File: src/rtl/input_stream_scheduler.sv
// Strided read sequencer for the fabric input nodes: issues per-channel address streams
// round-robin onto one memory read port and steers in-order responses into per-channel stream buffers.
module input_stream_scheduler #(
    parameter int NUM_CH    = 4,
    parameter int MAX_OUT   = 4,
    parameter int BUF_DEPTH = 2
) (
    input  logic                 clk_i,
    input  logic                 rst_ni,
    input  logic                 start_i,
    input  logic                 abort_i,
    input  logic [NUM_CH*32-1:0] cfg_addr_i,
    input  logic [NUM_CH*16-1:0] cfg_size_i,
    input  logic [NUM_CH*16-1:0] cfg_stride_i,
    output logic                 mem_req_o,
    output logic [31:0]          mem_addr_o,
    input  logic                 mem_gnt_i,
    input  logic                 mem_rvalid_i,
    input  logic [31:0]          mem_rdata_i,
    output logic [NUM_CH-1:0]    ch_valid_o,
    output logic [NUM_CH*32-1:0] ch_data_o,
    input  logic [NUM_CH-1:0]    ch_ready_i,
    output logic                 busy_o,
    output logic                 done_o
);

    // state   | meaning
    // S_IDLE  | waiting for start_i, configuration latched on start
    // S_RUN   | issuing reads and delivering stream data
    // S_DONE  | one-cycle completion pulse
    // S_FLUSH | abort: no issue, responses dropped until the tag FIFO drains

    localparam int CH_W   = (NUM_CH > 1) ? $clog2(NUM_CH) : 1;
    localparam int TAG_PW = (MAX_OUT > 1) ? $clog2(MAX_OUT) : 1;
    localparam int TAG_CW = $clog2(MAX_OUT) + 1;
    localparam int BUF_PW = (BUF_DEPTH > 1) ? $clog2(BUF_DEPTH) : 1;
    localparam int CNT_W  = $clog2(BUF_DEPTH) + 1;

    localparam logic [CNT_W:0]      CREDIT_LIM = (CNT_W+1)'(BUF_DEPTH);
    localparam logic [TAG_CW-1:0]   TAG_FULL   = TAG_CW'(MAX_OUT);
    localparam logic [CH_W-1:0]     CH_LAST    = CH_W'(NUM_CH - 1);
    localparam logic [TAG_PW-1:0]   TAG_LAST   = TAG_PW'(MAX_OUT - 1);
    localparam logic [BUF_PW-1:0]   BUF_LAST   = BUF_PW'(BUF_DEPTH - 1);

    typedef enum logic [1:0] {
        S_IDLE,
        S_RUN,
        S_DONE,
        S_FLUSH
    } state_t;

    state_t state_q, state_d;

    logic [31:0]       next_addr_q [NUM_CH];
    logic [15:0]       remaining_q [NUM_CH];
    logic [15:0]       stride_q    [NUM_CH];
    logic [CNT_W-1:0]  inflight_q  [NUM_CH];
    logic [CNT_W-1:0]  occ_q       [NUM_CH];
    logic [BUF_PW-1:0] buf_wp_q    [NUM_CH];
    logic [BUF_PW-1:0] buf_rp_q    [NUM_CH];
    logic [31:0]       buf_mem_q   [NUM_CH][BUF_DEPTH];

    logic [CH_W-1:0]   tag_mem_q [MAX_OUT];
    logic [TAG_PW-1:0] tag_wp_q, tag_rp_q;
    logic [TAG_CW-1:0] tag_cnt_q;

    logic [CH_W-1:0]   rr_ptr_q, hold_ch_q, sel_ch, rsp_ch;
    logic              hold_q, found, issue, grant, rsp, flush_bufs;
    logic              all_rem_zero, bufs_empty;
    logic [NUM_CH-1:0] elig, gnt_vec, rsp_vec, wr_vec, pop_vec;

    // Credit rule: a channel may only have as many reads in flight as it has free buffer slots.
    always_comb begin
        elig = '0;
        for (int c = 0; c < NUM_CH; c++) begin
            elig[c] = (remaining_q[c] != '0) &&
                      (({1'b0, occ_q[c]} + {1'b0, inflight_q[c]}) < CREDIT_LIM);
        end
    end

    // A stalled request keeps its channel until granted, even if another channel becomes eligible.
    always_comb begin
        int idx;
        idx    = 0;
        sel_ch = rr_ptr_q;
        found  = 1'b0;
        if (hold_q) begin
            sel_ch = hold_ch_q;
            found  = 1'b1;
        end else begin
            for (int i = 0; i < NUM_CH; i++) begin
                idx = int'(rr_ptr_q) + i;
                if (idx >= NUM_CH) idx = idx - NUM_CH;
                if (!found && elig[idx]) begin
                    sel_ch = CH_W'(idx);
                    found  = 1'b1;
                end
            end
        end
    end

    assign issue      = (state_q == S_RUN) && (tag_cnt_q != TAG_FULL) && found;
    assign mem_req_o  = issue;
    assign mem_addr_o = issue ? next_addr_q[sel_ch] : 32'd0;
    assign grant      = issue && mem_gnt_i;
    assign rsp        = mem_rvalid_i && (tag_cnt_q != '0);
    assign rsp_ch     = tag_mem_q[tag_rp_q];
    assign flush_bufs = ((state_q == S_RUN) && abort_i) || (state_q == S_FLUSH);

    always_comb begin
        all_rem_zero = 1'b1;
        bufs_empty   = 1'b1;
        gnt_vec      = '0;
        rsp_vec      = '0;
        wr_vec       = '0;
        pop_vec      = '0;
        for (int c = 0; c < NUM_CH; c++) begin
            if (remaining_q[c] != '0) all_rem_zero = 1'b0;
            if (occ_q[c] != '0)       bufs_empty   = 1'b0;
            gnt_vec[c] = grant && (sel_ch == CH_W'(c));
            rsp_vec[c] = rsp && (rsp_ch == CH_W'(c));
            wr_vec[c]  = rsp_vec[c] && (state_q == S_RUN);
            pop_vec[c] = (occ_q[c] != '0) && ch_ready_i[c];
        end
    end

    always_comb begin
        ch_valid_o = '0;
        ch_data_o  = '0;
        for (int c = 0; c < NUM_CH; c++) begin
            ch_valid_o[c] = (occ_q[c] != '0);
            if (occ_q[c] != '0) ch_data_o[c*32 +: 32] = buf_mem_q[c][buf_rp_q[c]];
        end
    end

    always_ff @(posedge clk_i) begin
        if (!rst_ni) state_q <= S_IDLE;
        else         state_q <= state_d;
    end

    always_comb begin
        state_d = state_q;
        busy_o  = 1'b0;
        done_o  = 1'b0;
        case (state_q)
            S_IDLE: begin
                if (start_i) state_d = S_RUN;
            end
            S_RUN: begin
                busy_o = 1'b1;
                if (abort_i)                                             state_d = S_FLUSH;
                else if (all_rem_zero && (tag_cnt_q == '0) && bufs_empty) state_d = S_DONE;
            end
            S_DONE: begin
                done_o  = 1'b1;
                state_d = S_IDLE;
            end
            S_FLUSH: begin
                busy_o = 1'b1;
                if (tag_cnt_q == '0) state_d = S_IDLE;
            end
            default: state_d = S_IDLE;
        endcase
    end

    always_ff @(posedge clk_i) begin
        if (!rst_ni) begin
            rr_ptr_q  <= '0;
            hold_q    <= 1'b0;
            hold_ch_q <= '0;
        end else begin
            if (grant) rr_ptr_q <= (sel_ch == CH_LAST) ? '0 : sel_ch + 1'b1;
            hold_q    <= issue && !mem_gnt_i && !abort_i;
            hold_ch_q <= sel_ch;
        end
    end

    always_ff @(posedge clk_i) begin
        if (!rst_ni) begin
            tag_wp_q  <= '0;
            tag_rp_q  <= '0;
            tag_cnt_q <= '0;
        end else begin
            if (grant) tag_wp_q <= (tag_wp_q == TAG_LAST) ? '0 : tag_wp_q + 1'b1;
            if (rsp)   tag_rp_q <= (tag_rp_q == TAG_LAST) ? '0 : tag_rp_q + 1'b1;
            case ({grant, rsp})
                2'b10:   tag_cnt_q <= tag_cnt_q + 1'b1;
                2'b01:   tag_cnt_q <= tag_cnt_q - 1'b1;
                default: tag_cnt_q <= tag_cnt_q;
            endcase
        end
    end

    always_ff @(posedge clk_i) begin
        if (grant) tag_mem_q[tag_wp_q] <= sel_ch;
        for (int c = 0; c < NUM_CH; c++) begin
            if (wr_vec[c]) buf_mem_q[c][buf_wp_q[c]] <= mem_rdata_i;
        end
    end

    always_ff @(posedge clk_i) begin
        if (!rst_ni) begin
            for (int c = 0; c < NUM_CH; c++) begin
                next_addr_q[c] <= '0;
                remaining_q[c] <= '0;
                stride_q[c]    <= '0;
                inflight_q[c]  <= '0;
                occ_q[c]       <= '0;
                buf_wp_q[c]    <= '0;
                buf_rp_q[c]    <= '0;
            end
        end else if ((state_q == S_IDLE) && start_i) begin
            for (int c = 0; c < NUM_CH; c++) begin
                next_addr_q[c] <= cfg_addr_i[c*32 +: 32];
                remaining_q[c] <= cfg_size_i[c*16 +: 16];
                stride_q[c]    <= cfg_stride_i[c*16 +: 16];
                inflight_q[c]  <= '0;
                occ_q[c]       <= '0;
                buf_wp_q[c]    <= '0;
                buf_rp_q[c]    <= '0;
            end
        end else begin
            for (int c = 0; c < NUM_CH; c++) begin
                if (gnt_vec[c]) begin
                    next_addr_q[c] <= next_addr_q[c] + {16'd0, stride_q[c]};
                    remaining_q[c] <= remaining_q[c] - 16'd1;
                end else if (flush_bufs) begin
                    remaining_q[c] <= '0;
                end
                case ({gnt_vec[c], rsp_vec[c]})
                    2'b10:   inflight_q[c] <= inflight_q[c] + 1'b1;
                    2'b01:   inflight_q[c] <= inflight_q[c] - 1'b1;
                    default: inflight_q[c] <= inflight_q[c];
                endcase
                if (flush_bufs) begin
                    occ_q[c]    <= '0;
                    buf_wp_q[c] <= '0;
                    buf_rp_q[c] <= '0;
                end else begin
                    if (wr_vec[c])  buf_wp_q[c] <= (buf_wp_q[c] == BUF_LAST) ? '0 : buf_wp_q[c] + 1'b1;
                    if (pop_vec[c]) buf_rp_q[c] <= (buf_rp_q[c] == BUF_LAST) ? '0 : buf_rp_q[c] + 1'b1;
                    case ({wr_vec[c], pop_vec[c]})
                        2'b10:   occ_q[c] <= occ_q[c] + 1'b1;
                        2'b01:   occ_q[c] <= occ_q[c] - 1'b1;
                        default: occ_q[c] <= occ_q[c];
                    endcase
                end
            end
        end
    end

endmodule

File: config.mk
export PLATFORM = sky130hd
export DESIGN_NAME = input_stream_scheduler
export DESIGN_NICKNAME = d
export VERILOG_FILES = /design/src/rtl/input_stream_scheduler.sv
export SDC_FILE = /design/constraint.sdc
export NUM_CORES = 1
export LEC_CHECK = 0
export ABC_AREA = 0
export CAP_MARGIN = 30
export CORE_MARGIN = 4
export CORE_UTILIZATION = 59
export DETAILED_ROUTE_END_ITERATION = 10
export HOLD_SLACK_MARGIN = 0.06
export PLACE_DENSITY = 0.87
export REMOVE_ABC_BUFFERS = 1
export SETUP_SLACK_MARGIN = 0.2
export SLEW_MARGIN = 15
export SYNTH_ARGS = -nofsm -noshare
export SYNTH_HDL_FRONTEND = slang
export SYNTH_SLANG_ARGS = --single-unit
File: constraint.sdc
create_clock -name clk_i -period 8.86 [get_ports clk_i]
set_input_delay 2.658 -clock clk_i [delete_from_list [all_inputs] [get_ports clk_i]]
set_output_delay 2.658 -clock clk_i [all_outputs]
set_load 0.005 [all_outputs]
# [Word level (Yosys, flattened, before mapping)]
# Memories as Yosys holds them, arrays and structs flattened. A register that Yosys moved wholly into a read port is not among the register bits.
# Index checks and enable logic that the tools add are counted.
[op_classes] n_addsub=48 magnitude_cmp=24 n_eq_ne=33 muxes=374 bitwise_logic=92 n_reduce_logical=70
[ops] cell="2-to-1 mux 32 bit" count=37
[ops] cell="2-to-1 mux 64 bit" count=10
[ops] cell="2-to-1 mux 16 bit" count=16
[ops] cell="2-to-1 mux 1 bit" count=248
[ops] cell="OR reduction 64 bit" count=3
[ops] cell="adder 32 x 16 -> 32 bit" count=4
[ops] cell="demux 32 bit (select 1 bit)" count=4
[ops] cell="less-than comparator 32 x 4 -> 1 bit, second input constant" count=4
[ops] cell="2-to-1 mux 2 bit" count=53
[ops] cell="OR 1 bit" count=84
[ops] cell="nonzero test 16 bit" count=4
[ops] cell="subtractor 16 x 1 -> 16 bit, second input constant" count=4
[ops] cell="logical AND 1 bit" count=37
[ops] cell="== test 2 bit, second input constant" count=17
[ops] cell="== test 2 x 1 -> 1 bit, second input constant" count=12
[ops] cell="adder 2 x 1 -> 2 bit, second input constant" count=11
[ops] cell="OR reduction 2 bit" count=9
[ops] cell="greater-or-equal comparator 2 bit, second input constant" count=8
[ops] cell="NOT 1 -> 2 bit" count=8
[ops] cell="subtractor 2 x 1 -> 2 bit, second input constant" count=8
[ops] cell="adder 2 x 2 -> 3 bit" count=4
[ops] cell="less-than comparator 3 x 2 -> 1 bit, second input constant" count=4
[ops] cell="subtractor 3 x 3 -> 4 bit, second input constant" count=3
[ops] cell="nonzero test 2 bit" count=5
[ops] cell="other kinds (22)" count=44
[word_totals] register_bits=14 ramBits=544 in_bits=298 output_inout_bits=167 word_cells=657 mem_count=9
[memory_table] name="buf_mem_q" words=4 word_bits=64 read_ports=4 rd_ports_with_merged_regs=0 wr=1 line_no="61" source="logic [31:0] buf_mem_q [NUM_CH][BUF_DEPTH];"
[memory_table] name="next_addr_q" words=4 word_bits=32 read_ports=5 rd_ports_with_merged_regs=0 wr=4 line_no="54" source="logic [31:0] next_addr_q [NUM_CH];"
[memory_table] name="remaining_q" words=4 word_bits=16 read_ports=4 rd_ports_with_merged_regs=0 wr=4 line_no="55" source="logic [15:0] remaining_q [NUM_CH];"
[memory_table] name="stride_q" words=4 word_bits=16 read_ports=4 rd_ports_with_merged_regs=0 wr=4 line_no="56" source="logic [15:0] stride_q [NUM_CH];"
[memory_table] name="inflight_q" words=4 word_bits=2 read_ports=4 rd_ports_with_merged_regs=0 wr=4 line_no="57" source="logic [CNT_W-1:0] inflight_q [NUM_CH];"
[memory_table] name="occ_q" words=4 word_bits=2 read_ports=4 rd_ports_with_merged_regs=0 wr=4 line_no="58" source="logic [CNT_W-1:0] occ_q [NUM_CH];"
[memory_table] name="3 more memories"

# [Depth between registers and ports, before layout]
[logic_depth] ltp_word=31 depth_mapped=19

# [Least setup slack after synthesis]
# OpenSTA, ideal clock, no wires.
[synth_timing] path_type="input to register" start="input port start_i" end="memory next_addr_q[2][0] (enable)" setup_time_ns=0.387 arrival_ns=6.200 path_slack_ns=2.273 path_stages=7 cell_sequence="nor3b_1 > nor2b_1 > inv_1 > buf_1 > a41oi_2 > clkbuf_1 > inv_1"
[synth_rtl] item="start: declaration" line_no="10" source="input logic start_i,"
[synth_rtl] item="end: declaration" line_no="54"

==> out/results.ini <==
[final_layout]
drive_gt1_share_pct=5.74
fin_nets=3341
fillers=3162
area_growth_pct=25.5

[place]
hpwl_um=66100
dp_slack_ns=2.13
io_buffer_count=464
gp_congestion=0.937

[global_routing]
antenna_found_initial=23
grt_max_degree=76
grt.total_usage_pct=34.5
grt-ovfl-total=0
grt_first_pass_wirelength_um=139000
first_global_vias=22700

[sta]
max_freq_mhz=136
worst_slack_ns=1.52
grt_setup_unrepaired=false
maxSlewViolCount=0
min_period_over_period_pct=82.9
worst_pin_slew_ns=0.995
min_period_ns=7.34
setup_tns_ns=0
finalHoldViolCount=0
maxSlewHeadroom_pct=32.8
clock_skew_ns=0.0242
setup_viol=0

[synthesis]
ys_types=78
synth-seq-cells=560
synth.top_cell.area_share_pct=54.0
synthArstFlopShare_pct=0
yosysTopAreaCell=edfxtp_1
netlist_top_cells_area=edfxtp_1 (54%), mux2i_1 (6.7%), ha_1 (4.3%), nor2_1 (3.4%), xnor2_1 (2.9%)
seq_area_frac_synth_pct=56.5
synth_edf_count=524
syn_area_per_cell_sq_um=11.7
ys.flop_type=edfxtp_1
syn_inst=2487
syn-cell-area_sq_um=29100
ys.warnings.count=0

[setup_path]
cp.arrival_ns=4.68
r2r-start=remaining_q[0][10]$_DFFE_PP_
r2r_setup_slack_ns=3.80
worstSetupStartpointType=flop
path_class=reg2out
end_kind=primary output
r2r_end=next_addr_q[0][30]$_DFFE_PP_
worstPathMaxFanout=23
cp_data_required_time_ns=6.20
ff2ff_path_depth=15

[clock_tree]
cts.path.max_buffers=3
cts_hold_buf=0
clock_sinks=560
clock_latency_ns=0.66
cts_tree=done
clk_pin_slew_ns=0.07
post_cts_buffers=0
cts.htree.levels=2
cts_made_buffers=58
cts_root_buffer=clkbuf_16
post_cts_resized=0

[die]
io_pins=465
die-area_sq_um=53000
design.core.area_sq_um=48800
die_w_um=230
initial_core_util_pct=59.6
dieHeight_um=230
rows=81

[flow_run]
cap_violations=0

[power]
power_leakage_nw=13.4
power.density_nw_per_um2=205
ir_drop_v=0.000197

[hold_path]
worstHoldStart=remaining_q[2][13]$_SDFFE_PP0P_
hold_class=reg2reg
min_to=remaining_q[2][13]$_SDFFE_PP0P_
hold_depth=2

[detailed_routing]
first_pass_iters=6
drc=0
wl_um=95000
drt-vias-per-instance=6.32
wl_per_cell_um=26.0
ant_nets=0
num_vias=23100
drt_iter0_markers=2623

[run_status]
status=finished clean

## cell families (layout without fill, tap and decap cells)
logic type,Yosys count,after routing,synth area share [%]
AO/OA/AOI/OAI,476,476,11.2
XOR/XNOR,159,159,4.78
adder cells (fa/ha/maj),110,110,4.96
buffers and inverters,207,701,2.77
flip-flops,560,560,56.5
multiplexers,197,197,6.86
other,0,14,0
AND/OR/NAND/NOR,778,778,12.9
## critical path, cell delays in order, from the launching register on
cell	delay (ns)
edfxtp_1	0.43
and2_1	0.20
fa_1	0.46
nor2_1	0.26
a211oi_1	0.12
o211ai_1	0.34
a221o_1	0.40
and2_1	0.26
nand2_1	0.30
buf_4	0.34
o22ai_1	0.33
clkdlybuf4s50_1	0.58
## sequential cells by signal (all words and copies together), names as in the netlist, named ones only
register / flops
hold_ch_q: 2
buf_wp_q: 4
state_q: 2
next_addr_q: 128
tag_mem_q: 8
buf_mem_q: 256
tag_cnt_q: 3
inflight_q: 8
tag_wp_q: 2
remaining_q: 64
stride_q: 64
rr_ptr_q: 2
buf_rp_q: 4
occ_q: 8
tag_rp_q: 2
hold_q: 1
## layout make-up
type | count | area [sq um] | area share [%]
sequential | 560 | 16500 | 45.0
multi-input combinational | 1720 | 11900 | 32.7
timing repair buffer | 508 | 5080 | 13.9
clock buffer | 71 | 1500 | 4.10
tap | 664 | 831 | 2.27
clock inverter | 37 | 410 | 1.12
inverter | 85 | 320 | 0.876
antenna | 14 | 35.0 | 0.0958
## cell usage after synthesis, drive strengths merged (31+ instances only)
cell,number
a22o,66
xor2,61
a21oi,83
o22ai,55
nand2,212
nor2,262
nor3,52
clkbuf,107
xnor2,98
nand3,31
dfxtp,36
ha,101
mux2i,194
edfxtp,524
inv,85
and3,87
o21ai,97
## where the power goes
part / internal (mW) / switching [mW] / total (mW) / leakage, nW
Clock: 1.39 / 1.10 / 2.49 / 0.929
Combinational: 0.767 / 0.944 / 1.71 / 6.99
Sequential: 3.11 / 0.180 / 3.29 / 5.49
## through the flow
stage	hold WS (ns)	power [mW]	util, %	instances	instance area (sq um)
2_1_floorplan	0.461	4.29	-	2365	28600
3_3_place_gp	0.476	4.95	70.6	3528	34500
3_5_place_dp	0.484	5.00	70.7	3533	34600
4_1_cts	0.498	7.47	74.7	3641	36500
5_1_grt	0.537	7.75	74.8	3651	36600
6_report	0.507	7.49	74.9	3659	36600
## metal layers
metal	GRT usage, %	vias to the layer above	share of wire, %
met3	9.59	279	11
met1	43.1	11200	37
met5	0	-	0.13
met2	56.1	1435	48
li1	-	10200	-
met4	15.9	20	5.1
## cells in the final DEF, fill, tap and decap left out, types with 31 or more instances in the layout
master and instances:
edfxtp_1 524, clkdlybuf4s50_1 463, nor2_1 255, nand2_1 212, mux2i_1 194, ha_1 100, xnor2_1 98, o21ai_0 96
and3_1 87, inv_1 84, a21oi_1 81, a22o_1 66, xor2_1 61, clkbuf_16 58, o22ai_1 55, nor3_1 50
dfxtp_1 35, buf_4 34, nand3_1 31
## worst max path at each step
stage,start,to,cells after the start
3_5_place_dp,start_i,next_addr_q[1][23]$_SDFFCE_PP0P_,11
5_1_grt,inflight_q[1][0]$_SDFFCE_PP0P_,mem_addr_o[16],11
4_1_cts,inflight_q[3][0]$_SDFFCE_PN0P_,mem_addr_o[16],11
6_report,inflight_q[3][0]$_SDFFCE_PN0P_,mem_addr_o[9],11
3_3_place_gp,start_i,next_addr_q[1][23]$_SDFFCE_PP0P_,11
2_1_floorplan,inflight_q[3][0]$_SDFFCE_PN0P_,mem_addr_o[0],8
Note: power is estimated with default switching activity, not from simulation.
